<file path="src/rtl/uart_tx.sv">
// ============================================================================
// Module   : uart_tx
// Function : UART transmitter, 6/7/8-bit character, LSB first, one stop bit,
//            parity state inserted when UART_TX_PARITY_EN is defined.
// Revision : 1.0 - initial release
// ============================================================================
`default_nettype none
`timescale 1ns/1ps

module uart_tx #(
   parameter int TICKS_PER_BIT = 16,
   parameter int PARITY_ODD    = 0
) (
   input  logic       Clk,
   input  logic       Rst_n,
   input  logic       TxEn,
   input  logic       TxStart,
   input  logic [7:0] TxData,
   input  logic [3:0] NBits,
   input  logic       Tick,
   output logic       Tx,
   output logic       TxBusy,
   output logic       TxDone
);

   localparam int c_CW = (TICKS_PER_BIT > 1) ? $clog2(TICKS_PER_BIT) : 1;
   localparam logic [c_CW-1:0] c_TICK_LAST = c_CW'(TICKS_PER_BIT - 1);

   typedef enum logic [2:0] {
      S_IDLE   = 3'd0,
      S_START  = 3'd1,
      S_DATA   = 3'd2,
      S_PARITY = 3'd3,
      S_STOP   = 3'd4
   } state_t;

   state_t            r_state,    w_state;
   logic [c_CW-1:0]   r_tick_cnt, w_tick_cnt;
   logic [2:0]        r_bit_idx,  w_bit_idx;
   logic [2:0]        r_last_idx, w_last_idx;
   logic [7:0]        r_data,     w_data;
   logic              r_tx,       w_tx;
   logic              r_busy,     w_busy;
   logic              r_done,     w_done;
   logic              w_bit_end;
   logic [2:0]        w_nbits_last;

   // Unsupported lengths fall back to 8 bits.
   assign w_nbits_last = (NBits == 4'd6) ? 3'd5 :
                         (NBits == 4'd7) ? 3'd6 : 3'd7;

   assign w_bit_end = Tick && (r_tick_cnt == c_TICK_LAST);

`ifdef UART_TX_PARITY_EN
   localparam logic c_ODD = (PARITY_ODD != 0);
   logic [7:0] w_mask;
   logic       w_parity;
   assign w_mask   = 8'hFF >> (3'd7 - r_last_idx);
   assign w_parity = (^(r_data & w_mask)) ^ c_ODD;
`else
   logic w_unused_parity_odd;
   assign w_unused_parity_odd = (PARITY_ODD != 0);
`endif

   always_comb begin
      w_state    = r_state;
      w_tick_cnt = r_tick_cnt;
      w_bit_idx  = r_bit_idx;
      w_last_idx = r_last_idx;
      w_data     = r_data;
      w_tx       = r_tx;
      w_busy     = r_busy;
      w_done     = 1'b0;

      case (r_state)
         S_IDLE: begin
            w_tx   = 1'b1;
            w_busy = 1'b0;
            if (TxEn && TxStart) begin
               w_data     = TxData;
               w_last_idx = w_nbits_last;
               w_state    = S_START;
               w_tx       = 1'b0;
               w_busy     = 1'b1;
               w_tick_cnt = '0;
               w_bit_idx  = 3'd0;
            end
         end
         default: begin
            if (Tick) begin
               w_tick_cnt = r_tick_cnt + c_CW'(1);
            end
            if (w_bit_end) begin
               w_tick_cnt = '0;
               case (r_state)
                  S_START: begin
                     w_state = S_DATA;
                     w_tx    = r_data[0];
                  end
                  S_DATA: begin
                     if (r_bit_idx == r_last_idx) begin
`ifdef UART_TX_PARITY_EN
                        w_state = S_PARITY;
                        w_tx    = w_parity;
`else
                        w_state = S_STOP;
                        w_tx    = 1'b1;
`endif
                     end else begin
                        w_bit_idx = r_bit_idx + 3'd1;
                        w_tx      = r_data[w_bit_idx];
                     end
                  end
`ifdef UART_TX_PARITY_EN
                  S_PARITY: begin
                     w_state = S_STOP;
                     w_tx    = 1'b1;
                  end
`endif
                  S_STOP: begin
                     w_state = S_IDLE;
                     w_tx    = 1'b1;
                     w_busy  = 1'b0;
                     w_done  = 1'b1;
                  end
                  default: begin
                     w_state = S_IDLE;
                     w_tx    = 1'b1;
                     w_busy  = 1'b0;
                  end
               endcase
            end
         end
      endcase
   end

   always_ff @(posedge Clk or negedge Rst_n) begin
      if (!Rst_n) begin
         r_state    <= S_IDLE;
         r_tick_cnt <= '0;
         r_bit_idx  <= 3'd0;
         r_last_idx <= 3'd0;
         r_data     <= 8'd0;
         r_tx       <= 1'b1;
         r_busy     <= 1'b0;
         r_done     <= 1'b0;
      end else begin
         r_state    <= w_state;
         r_tick_cnt <= w_tick_cnt;
         r_bit_idx  <= w_bit_idx;
         r_last_idx <= w_last_idx;
         r_data     <= w_data;
         r_tx       <= w_tx;
         r_busy     <= w_busy;
         r_done     <= w_done;
      end
   end

   assign Tx     = r_tx;
   assign TxBusy = r_busy;
   assign TxDone = r_done;

endmodule

`default_nettype wire
</file>
<file path="config.mk">
export PLATFORM = sky130hd
export DESIGN_NAME = uart_tx
export DESIGN_NICKNAME = d
export VERILOG_FILES = /design/src/rtl/uart_tx.sv
export SDC_FILE = /design/constraint.sdc
export NUM_CORES = 1
export LEC_CHECK = 0
export ABC_AREA = 1
export BUFFER_PORTS_ARGS = -buffer_cell sky130_fd_sc_hd__buf_2
export CAP_MARGIN = 15
export CORE_MARGIN = 2
export CORE_UTILIZATION = 50
export CTS_BUF_LIST = sky130_fd_sc_hd__clkbuf_4
export DETAILED_ROUTE_END_ITERATION = 7
export PLACE_DENSITY = 0.82
export REMOVE_ABC_BUFFERS = 1
export SETUP_SLACK_MARGIN = 0.1
export SYNTH_ARGS = -nofsm -noshare
export SYNTH_HDL_FRONTEND = slang
export SYNTH_SLANG_ARGS = --single-unit
</file>
<file path="constraint.sdc">
create_clock -name Clk -period 4.5 [get_ports Clk]
set_clock_uncertainty 0.15 [all_clocks]
set_input_delay 0.225 -clock Clk [delete_from_list [all_inputs] [get_ports Clk]]
set_output_delay 0.225 -clock Clk [all_outputs]
set_load 0.005 [all_outputs]
</file>
### Word-level counts from Yosys, hierarchy flattened

Index checks and enable logic that the tools add are counted.

* output and inout port bits: 3
* word-level logic and storage cells: 64
* input bits: 17
* register bits after elaboration: 24

* mux-type cells: 30
* $lt $le $gt $ge: 1
* reduce and logical (&&, ||, !) cells: 12
* add/sub/neg operators: 2
* eq/ne operators: 11

Operators by type and width (number)
* $mux W3: 9
* $mux W4: 4
* $mux W1: 13
* $eq A4 B3 Y1 const B: 2
* $pmux W3 S2: 1
* $reduce_and A2 Y1: 3
* $add A4 B1 Y4 const B: 1
* $eq A4 B4 Y1 const B: 1
* $lt A3 B4 Y1 const B: 1
* $ne A2 B1 Y1 const B: 2
* $reduce_and A4 Y1: 1
* $reduce_bool A2 Y1: 2
* $add A3 B1 Y3 const B: 1
* $bmux W1 S3: 1
* $eq A3 B1 Y1 const B: 1
* $eq A3 B2 Y1 const B: 1
* $eq A3 B3 Y1: 1
* $eq A3 B3 Y1 const B: 1
* $logic_not A3 Y1: 1
* $ne A3 B2 Y1 const B: 1
* $reduce_and A3 Y1: 1
* $reduce_bool A3 Y1: 1
* $logic_and A1 B1 Y1: 2
* $mux W2: 1
* other kinds (3): 3

### Depth between registers and ports, before layout

Gate-level depths: netlist (run 1).

* depth after elaboration: 7
* depth in mapped cells: 11
* mapped depth without buffers: 11

### Least setup slack after synthesis (run 1)

No wires, ideal clock.

* path type: reg2reg
* from: register r_bit_idx[0]
* to: register r_tx, in the netlist Tx
* setup slack: 3056 ps
* clock period less this slack: 1444 ps
* buffers on the path: 0
* data arrival time: 1219 ps
* library setup time: 75 ps
* cell stages (with the launch flop): 10
* required time: 4275 ps
* path through: dfrtp_1 ha_1 inv_1 nand3_1 nand3_1 nand3_1 nand2_1 nand2_1 nand2_1 nand2_1

* longest elaborated chain between the ends: 7
* elaborated cells between the ends (all ways): 8
* classes of those cells: add/sub (1); eq/ne (1); mux (6)

Ends and longest elaborated chain
* start, declared: line 39 `logic [2:0] r_bit_idx, w_bit_idx;`
* start signal, assigned: line 150 `r_bit_idx <= w_bit_idx;`
* $add A3 B1 Y3: line 110 `w_bit_idx = r_bit_idx + 3'd1;`
* $bmux W1 S3: line 111 `w_tx = r_data[w_bit_idx];`
* $mux W1 (not written as such): line 111
* $mux W1 (*): line 101 `if (r_bit_idx == r_last_idx) begin`
* $pmux W1 S2 (*): line 95 `case (r_state)`
* $mux W1 (*): line 93 `if (w_bit_end) begin`
* $mux W1 (*): line 75 `case (r_state)`
* end signal, assigned: line 153 `r_tx <= w_tx;`
* end, declared: line 42 `logic r_tx, w_tx;`

Mark *: on every way between the ends. The rest lies on a longest branch, timed or not. The select of a mux whose other input is x is not followed.
A chain may end at the register's enable or synchronous reset.

### Final worst setup path (run 1)

* from: register r_state[2]
* to: register r_last_idx[0]

* longest elaborated chain between the ends: 2

Ends and longest elaborated chain
* start, declared: line 37 `state_t r_state, w_state;`
* start signal, assigned: line 148 `r_state <= w_state;`
* $logic_not A3 Y1: line 75
* $reduce_and A2 Y1 (no line)
* end signal, assigned: line 151 `r_last_idx <= w_last_idx;`
* end, declared: line 40 `logic [2:0] r_last_idx, w_last_idx;`

Every way passes these cells.

==> metrics.txt, run 1 <==
status=finished, final reports clean; area grow syn2layout=18.81%; Hold WC Path Type=in -> reg; die width=53.75 µm; FP Rows=18; worst path arrival time=between 1500 and 2000 ps; count of buffers from port buffering=19; crit-path cells=nor2_4 -> nand4_4 -> inv_1 -> nand4_1 -> o21a_1; crit path time final=approximately 1700 ps; Synth Register Bits=24; worst-margin pin slew=between 500 and 600 ps; Req. time, crit path=about 4600 ps; CP Class=reg -> reg; Die ar.=~2900 µm²; Max Transition Viols Final=0; CP max stage cell=dfrtp_1; Crit. End Element=flip-flop; prevailing post-synth register cell=dfrtp_1; worst skew pair latency=roughly 330 ps; GRT Total Usage=20.63%; syn_area_per_cell=~8.0 µm²; most frequent cells in the layout=nand2_1, dfrtp_1, inv_1; Syn Inst Count=around 160; clock buffer depth=2; DRC=0; delay-heaviest family, CP=simple AND/OR/NAND/NOR gates; Setup TNS=0 ps; Final Hold Violating Endpoints=0; Die Span Y=53.75 µm; hpwl dp=between 1.5 and 2 mm; Leak=0.7643 nW; Worst Setup Start Kind=flip-flop; CTS root buf=clkbuf_4; Pre-antenna DRT Iters=4; clock tree from TritonCTS=done; fraction of registers with async set/reset=100.0%; H-tree depth=1; post-route setup slack=2810 ps; Cell Area, Synth=between 1000 and 1500 µm²; DRT antenna net count=0; max_slew headroom=64.96%; worst slack, placed=2830 ps; Fillers=212; GRT overflow=0; Tcrit/Tclk final=about 38%; initial antenna violation count=0; IO Pins=20; post_cts resized=0; Final #Nets=approximately 200; Syn. warnings=0; vias in the first global route=roughly 1,100; commonest non-fill, non-tap cell in the layout=nand2_1; Yosys cell types=26; fmax=just under 0.6 GHz; Placer Congestion=0.7917; final setup vio count=0; RSZ-0062 raised after global routing=no; final WL=about 2.4 mm; buffers and inverters on the worst path=1; sequential fraction of the synthesis area=between 40% and 50%; clock sink total=24; clock-pin slew on the worst setup and hold paths=130 ps; Max FO, Critical Path=15; DRT iter0 DRCs=18; WL/cell=roughly 11 µm; vias per cell=between 5 and 6; Max-Cap Viols=0; EDFF count, synth=0; VDD IR-drop max=~0.33 mV; worst reg-to-reg setup slack=~2800 ps; max incr delay on CP=470 ps; largest net degree at the start of global routing=25; vias post-DR=1,080; power density cells=~540 nW/µm²; initial core utilization=51.35%; core area=around 2400 µm²; antenna cells=0; share of layout cells above drive strength 1=about a fifth; first-pass GRT wire length=about 4.3 mm; Num CTS Buffers=3
[sequential cells by signal, summed over array words and instances (netlist names)]
register and cells:
r_data 8, r_last_idx 3, r_tick_cnt 4, TxDone 1, Tx 1, r_state 3, r_bit_idx 3, TxBusy 1
[cell type report]
| cell class | instances | area [µm²] | share of cell area (%) |
|---|---|---|---|
| clock buffer | 3 | 22.52 | 1.532 |
| tap | 30 | 37.54 | 2.553 |
| multi-input combinational | 107 | 536.8 | 36.51 |
| timing repair buffer | 28 | 185.2 | 12.60 |
| inverter | 22 | 82.58 | 5.617 |
| clock inverter | 1 | 3.754 | 0.2553 |
| sequential | 24 | 601.8 | 40.94 |
[routing by layer]
layer,GRT usage (%),routed length [µm],vias to the layer above
li1,-,-,546
met1,22.94,1039,504
met4,10.26,61,0
met2,37.20,1240,23
met3,3.889,91,7
met5,0,0,-
[per-stage QoR]
| stage | cells | total power, W | hold WS [ps] | cell area [µm²] | util (%) |
|---|---|---|---|---|---|
| CTS | 215 | 0.0007993 | 39.71 | 1470 | 61.01 |
| global placement | 202 | 0.0006772 | 77.46 | 1354 | 56.18 |
| detailed placement | 202 | 0.0006940 | 86.26 | 1354 | 56.18 |
| floorplan | 153 | 0.0006101 | -220.6 | 1221 | - |
| global route | 215 | 0.0008670 | 44.87 | 1470 | 61.01 |
| finish | 215 | 0.0007922 | 45.91 | 1470 | 61.01 |
[worst reg2reg max path, stage by stage, from the launching register on]
cell and delay [ps]:
dfrtp_1 470, nor2_4 150, nand4_4 220, inv_1 350
nand4_1 120, o21a_1 130
[cells by family after synthesis]
logic type | after synthesis | synth area share [%]
xor+xnor | 2 | 1.416
simple gates | 84 | 30.94
buf+inv | 24 | 7.987
compound gates | 19 | 8.998
flops | 24 | 48.64
fa+ha+maj | 2 | 2.022
[synth_stat cells, types with 2 or more instances]
master   number  area share [%]
nor3_1        3             1.2
ha_1          2             2.0
nand2_1      56              17
nor2_1        5             1.5
nand2_2       4             2.0
o21ai_1       3             1.2
o21ai_2       3             2.1
inv_2         2            0.61
o21ai_0       9             3.6
nand3_1       9             3.6
xnor2_1       2             1.4
inv_1        20             6.1
dfrtp_1      23              47
o22ai_1       2             1.0
[power by group]
group          leakage, nW  switching [W]  internal, W  total [W]
Clock               0.0154      0.0000652    0.0000326  0.0000978
Sequential           0.296      0.0000602     0.000303   0.000363
Combinational        0.453       0.000198     0.000134   0.000332
[what timing repair did]
action                                 in CTS  in global routing
buffers inserted                            0                  0
hold buffers                                9                  0
endpoints found under the hold margin      31                  0
[final timing paths]
kind | from | end | depth (start not counted)
max | r_state[2] | r_last_idx[0] | 5
min | Tick | r_tick_cnt[2] | 3
max reg2reg | r_state[2] | r_last_idx[0] | 5
min reg2reg | Tx | Tx | 2
max in group asynchronous | Rst_n | Tx | 2
min in group asynchronous | Rst_n | r_tick_cnt[2] | 2
No activity file was read; power rests on OpenSTA's default activity.
==> inputs of run 2 (changes only) <==
--- a/config.mk
+++ b/config.mk
@@ -5,14 +5,14 @@
 export SDC_FILE = /design/constraint.sdc
 export NUM_CORES = 1
 export LEC_CHECK = 0
-export ABC_AREA = 1
+export ABC_AREA = 0
 export BUFFER_PORTS_ARGS = -buffer_cell sky130_fd_sc_hd__buf_2
 export CAP_MARGIN = 15
 export CORE_MARGIN = 2
 export CORE_UTILIZATION = 50
 export CTS_BUF_LIST = sky130_fd_sc_hd__clkbuf_4
 export DETAILED_ROUTE_END_ITERATION = 7
-export PLACE_DENSITY = 0.82
+export PLACE_DENSITY = 0.85
 export REMOVE_ABC_BUFFERS = 1
 export SETUP_SLACK_MARGIN = 0.1
 export SYNTH_ARGS = -nofsm -noshare
==> constraint.sdc (replaced) <==
create_clock -name Clk -period 1.4 [get_ports Clk]
set_clock_uncertainty 0.15 [all_clocks]
set_input_delay 0.07 -clock Clk [delete_from_list [all_inputs] [get_ports Clk]]
set_output_delay 0.07 -clock Clk [all_outputs]
set_load 0.005 [all_outputs]
==> run 2 against run 1 <==
- the run now ends with negative hold slack, negative setup slack left
- critical path depth is 2 higher
- via count rose by 19%
- core utilization is 25 points higher
- worst setup slack lost 3400 ps
- clock-buffer cell count rose by 1
- non-clock buffer count rose by 37
- routed wire length increased by 70%
- global-route usage up 5.8 points
- synthesized area down 5.6%
- cell count shrank 1.4%
- sequential share of layout area decreased by 9.4 points
- combinational power increased to 3.5 times the previous value
- largest power group is now combinational cells
- highest routed layer unchanged
==> metrics.txt, run 2 <==
prevailing post-synth register cell=dfrtp_1 (unchanged); max incr delay on CP=450 ps (was 470 ps); WL/cell=19.51 µm (was 11.31 µm); Die Span Y=52.35 µm (was 53.75 µm); Syn. warnings=0 (unchanged); max reg flops=8 (unchanged); status=complete, but fails checks (was finished, final reports clean); clock buffer depth=2 (unchanged); vias per cell=6.066 (was 5.023); most frequent cells in the layout=dfrtp_1, nand2_1, buf_2 (was nand2_1, dfrtp_1, inv_1); Reg-to-Reg End=r_bit_idx[2] (was r_last_idx[0]); core area=2212 µm² (was 2410 µm²); Placer Congestion=0.8123 (was 0.7917); Final Hold Violating Endpoints=1 (was 0); syn_area_per_cell=9.739 µm² (was 7.983 µm²); DRT iter0 DRCs=83 (was 18); Yosys cell types=32 (was 26); Max FO, Critical Path=4 (was 15); cell taking the most area after synthesis=dfrtp_1 (unchanged); vias in the first global route=1,169 (was 1,061); synth top area cells=dfrtp_1, nand2_1, mux4_2, nand3_1, o21ai_0 (was dfrtp_1, nand2_1, inv_1, nand3_1, o21ai_0); initial antenna violation count=0 (unchanged); worst-margin pin slew=548.4 ps (was 525.7 ps); max_slew headroom=63.44% (was 64.96%); Syn Inst Count=120 (was 155); worst slack, placed=-423.5 ps (was 2830 ps); worst skew pair latency=330 ps (about the same); EDFF count, synth=0 (unchanged); IO Pins=20 (unchanged); Synth Register Bits=24 (unchanged); power density cells=1391 nW/µm² (was 538.8 nW/µm²); initial core utilization=52.83% (was 51.35%); min-delay src=TxStart (was Tick); post-route setup slack=-549.9 ps (was 2810 ps); worst hold stages=4 (was 3); antenna cells=0 (unchanged); Die ar.=2740 µm² (was 2889 µm²); vias post-DR=1,286 (was 1,080); Largest regs=r_data x8, r_tick_cnt x4 (unchanged); most common cell in the synthesized netlist=nand2_1 (unchanged); Leak=0.9134 nW (was 0.7643 nW); Num CTS Buffers=3 (unchanged); DRC=0 (unchanged); worst path arrival time=2030 ps (was 1770 ps); VDD IR-drop max=1.235 mV (was 0.3285 mV); worst reg-to-reg setup slack=-550 ps (was 2810 ps); Max-Cap Viols=0 (unchanged); Req. time, crit path=1480 ps (was 4580 ps); CTS root buf=clkbuf_4 (unchanged); R2R cell count=7 (was 5); violated checks=negative hold slack, negative setup slack; die width=52.35 µm (was 53.75 µm); Crit. End Element=flip-flop (unchanged); Pre-antenna DRT Iters=5 (was 4); CP most frequent cell=buf_6; commonest non-fill, non-tap cell in the layout=dfrtp_1 (was nand2_1); DRT antenna net count=0 (unchanged); Worst Setup Start Kind=flip-flop (unchanged); first-pass GRT wire length=5.181 mm (was 4.278 mm); sequential fraction of the synthesis area=51.50% (was 48.63%); CP Class=reg -> reg (unchanged); crit path time final=1950 ps (was 1690 ps); hpwl dp=1.927 mm (was 1.816 mm); final WL=4.137 mm (was 2.432 mm); final setup vio count=23 (was 0); clock sink total=24 (unchanged); Hold WC Path Type=in -> reg (unchanged); crit-path cells=buf_6 -> buf_4 -> xnor2_2 -> a311o_1 -> buf_6 -> o21ai_0 -> a21oi_2 (was nor2_4 -> nand4_4 -> inv_1 -> nand4_1 -> o21a_1); multi-input logic area=688.2 µm² (was 536.8 µm²); Cell Area, Synth=1169 µm² (was 1237 µm²); Fillers=102 (was 212); area grow syn2layout=63.17% (was 18.81%); clock-pin slew on the worst setup and hold paths=140 ps (was 130 ps); r2r startpoint=r_bit_idx[0] (was r_state[2]); Yosys top cell area share=49.25% (was 46.51%); H-tree depth=1 (unchanged); Sequential Area=601.8 µm² (unchanged); GRT Total Usage=26.45% (was 20.63%); worst hold margin=-0.1852 ps (was 45.91 ps); Final #Nets=204 (was 205); CP max stage cell=dfrtp_1 (unchanged); fraction of registers with async set/reset=100.0% (unchanged); Top reg by flops=r_data (unchanged); Max Transition Viols Final=0 (unchanged); Post-synth top cells=nand2_1, dfrtp_1, nand3_1, o21ai_0, a21oi_1 (was nand2_1, dfrtp_1, inv_1, nand3_1, o21ai_0); FP Rows=17 (was 18); largest net degree at the start of global routing=25 (unchanged); RSZ-0062 raised after global routing=yes (was no); share of layout cells above drive strength 1=46.74% (was 19.46%); GRT overflow=0 (unchanged); count of buffers from port buffering=19 (unchanged); fmax=0.5129 GHz (was 0.5915 GHz); Hold EP=TxBusy (was r_tick_cnt[2]); Tcrit/Tclk final=139.3% (was 37.57%); clock tree from TritonCTS=done (unchanged)
## run 2: cell types whose count changed in the layout (fill, tap and decap cells not counted), moves of 6 or more
cell,before,now
nand2_1,56,21
inv_1,20,1
buf_4,0,18
buf_6,0,12
nand2_4,0,6
o21ai_0,9,3
## run 2: cell type report
cell class	count	share of cell area (%)
multi-input cells	90	36.09
well taps	28	1.837
clock buffers	4	1.575
repair buffers	65	28.74
flip-flops and latches	24	31.56
inverters	1	0.1969
## run 2: repair_timing
item,in CTS,in global routing
pin swaps,3,14
resized for setup,23,38
endpoints found under the hold margin,37,0
endpoints found under the setup margin,24,24
buffers inserted,5,6
gates cloned,1,3
hold buffers,14,0
## run 2: metal layers
metal | global-route usage (%) | up-vias | wire length, µm
li1 | - | 556 | -
met4 | 11.54 | 0 | 199
met5 | 0 | - | 0
met3 | 4.571 | 25 | 298
met1 | 30.13 | 611 | 1510
met2 | 47.92 | 94 | 2128
## run 2: cell families after synthesis
| logic type | count (synthesis) | synth area share, % |
|---|---|---|
| compound gates | 18 | 9.315 |
| xor+xnor | 5 | 3.747 |
| simple gates | 61 | 24.84 |
| fa+ha+maj | 2 | 2.141 |
| buf+inv | 6 | 2.891 |
| mux | 4 | 5.567 |
| flops | 24 | 51.50 |
## run 2: per-stage QoR
step	utilization (%)	power [W]	cells	setup TNS, ps	area [µm²]
global placement	63.46	0.001787	180	-3554	1404
global route	86.20	0.002773	212	-6706	1907
CTS	77.83	0.002360	204	-3512	1722
finish	86.20	0.002653	212	-5401	1907
floorplan	-	0.001485	115	-3573	1139
detailed placement	63.46	0.001860	180	-4433	1404
## run 2: critical path, delay by kind of cell (launching register included)
family | cells | cell delay, ps
buffers and inverters | 3 | 440
flip-flops | 1 | 450
AO/OA/AOI/OAI | 3 | 650
XOR/XNOR | 1 | 150
## run 2: how the worst max path moves through the flow
stage / start / end
2_1_floorplan: r_state[0] / r_bit_idx[2]
3_3_place_gp: r_state[0] / r_bit_idx[2]
3_5_place_dp: r_bit_idx[0] / Tx
4_1_cts: r_bit_idx[0] / Tx
5_1_grt: r_bit_idx[0] / r_bit_idx[2]
6_report: r_bit_idx[0] / r_bit_idx[2]
## run 2: power breakdown
| part | switching (W) | internal (W) | total (W) |
|---|---|---|---|
| registers | 0.000183 | 0.000938 | 0.00112 |
| clock network | 0.000228 | 0.000131 | 0.000359 |
| logic | 0.000553 | 0.000621 | 0.00117 |
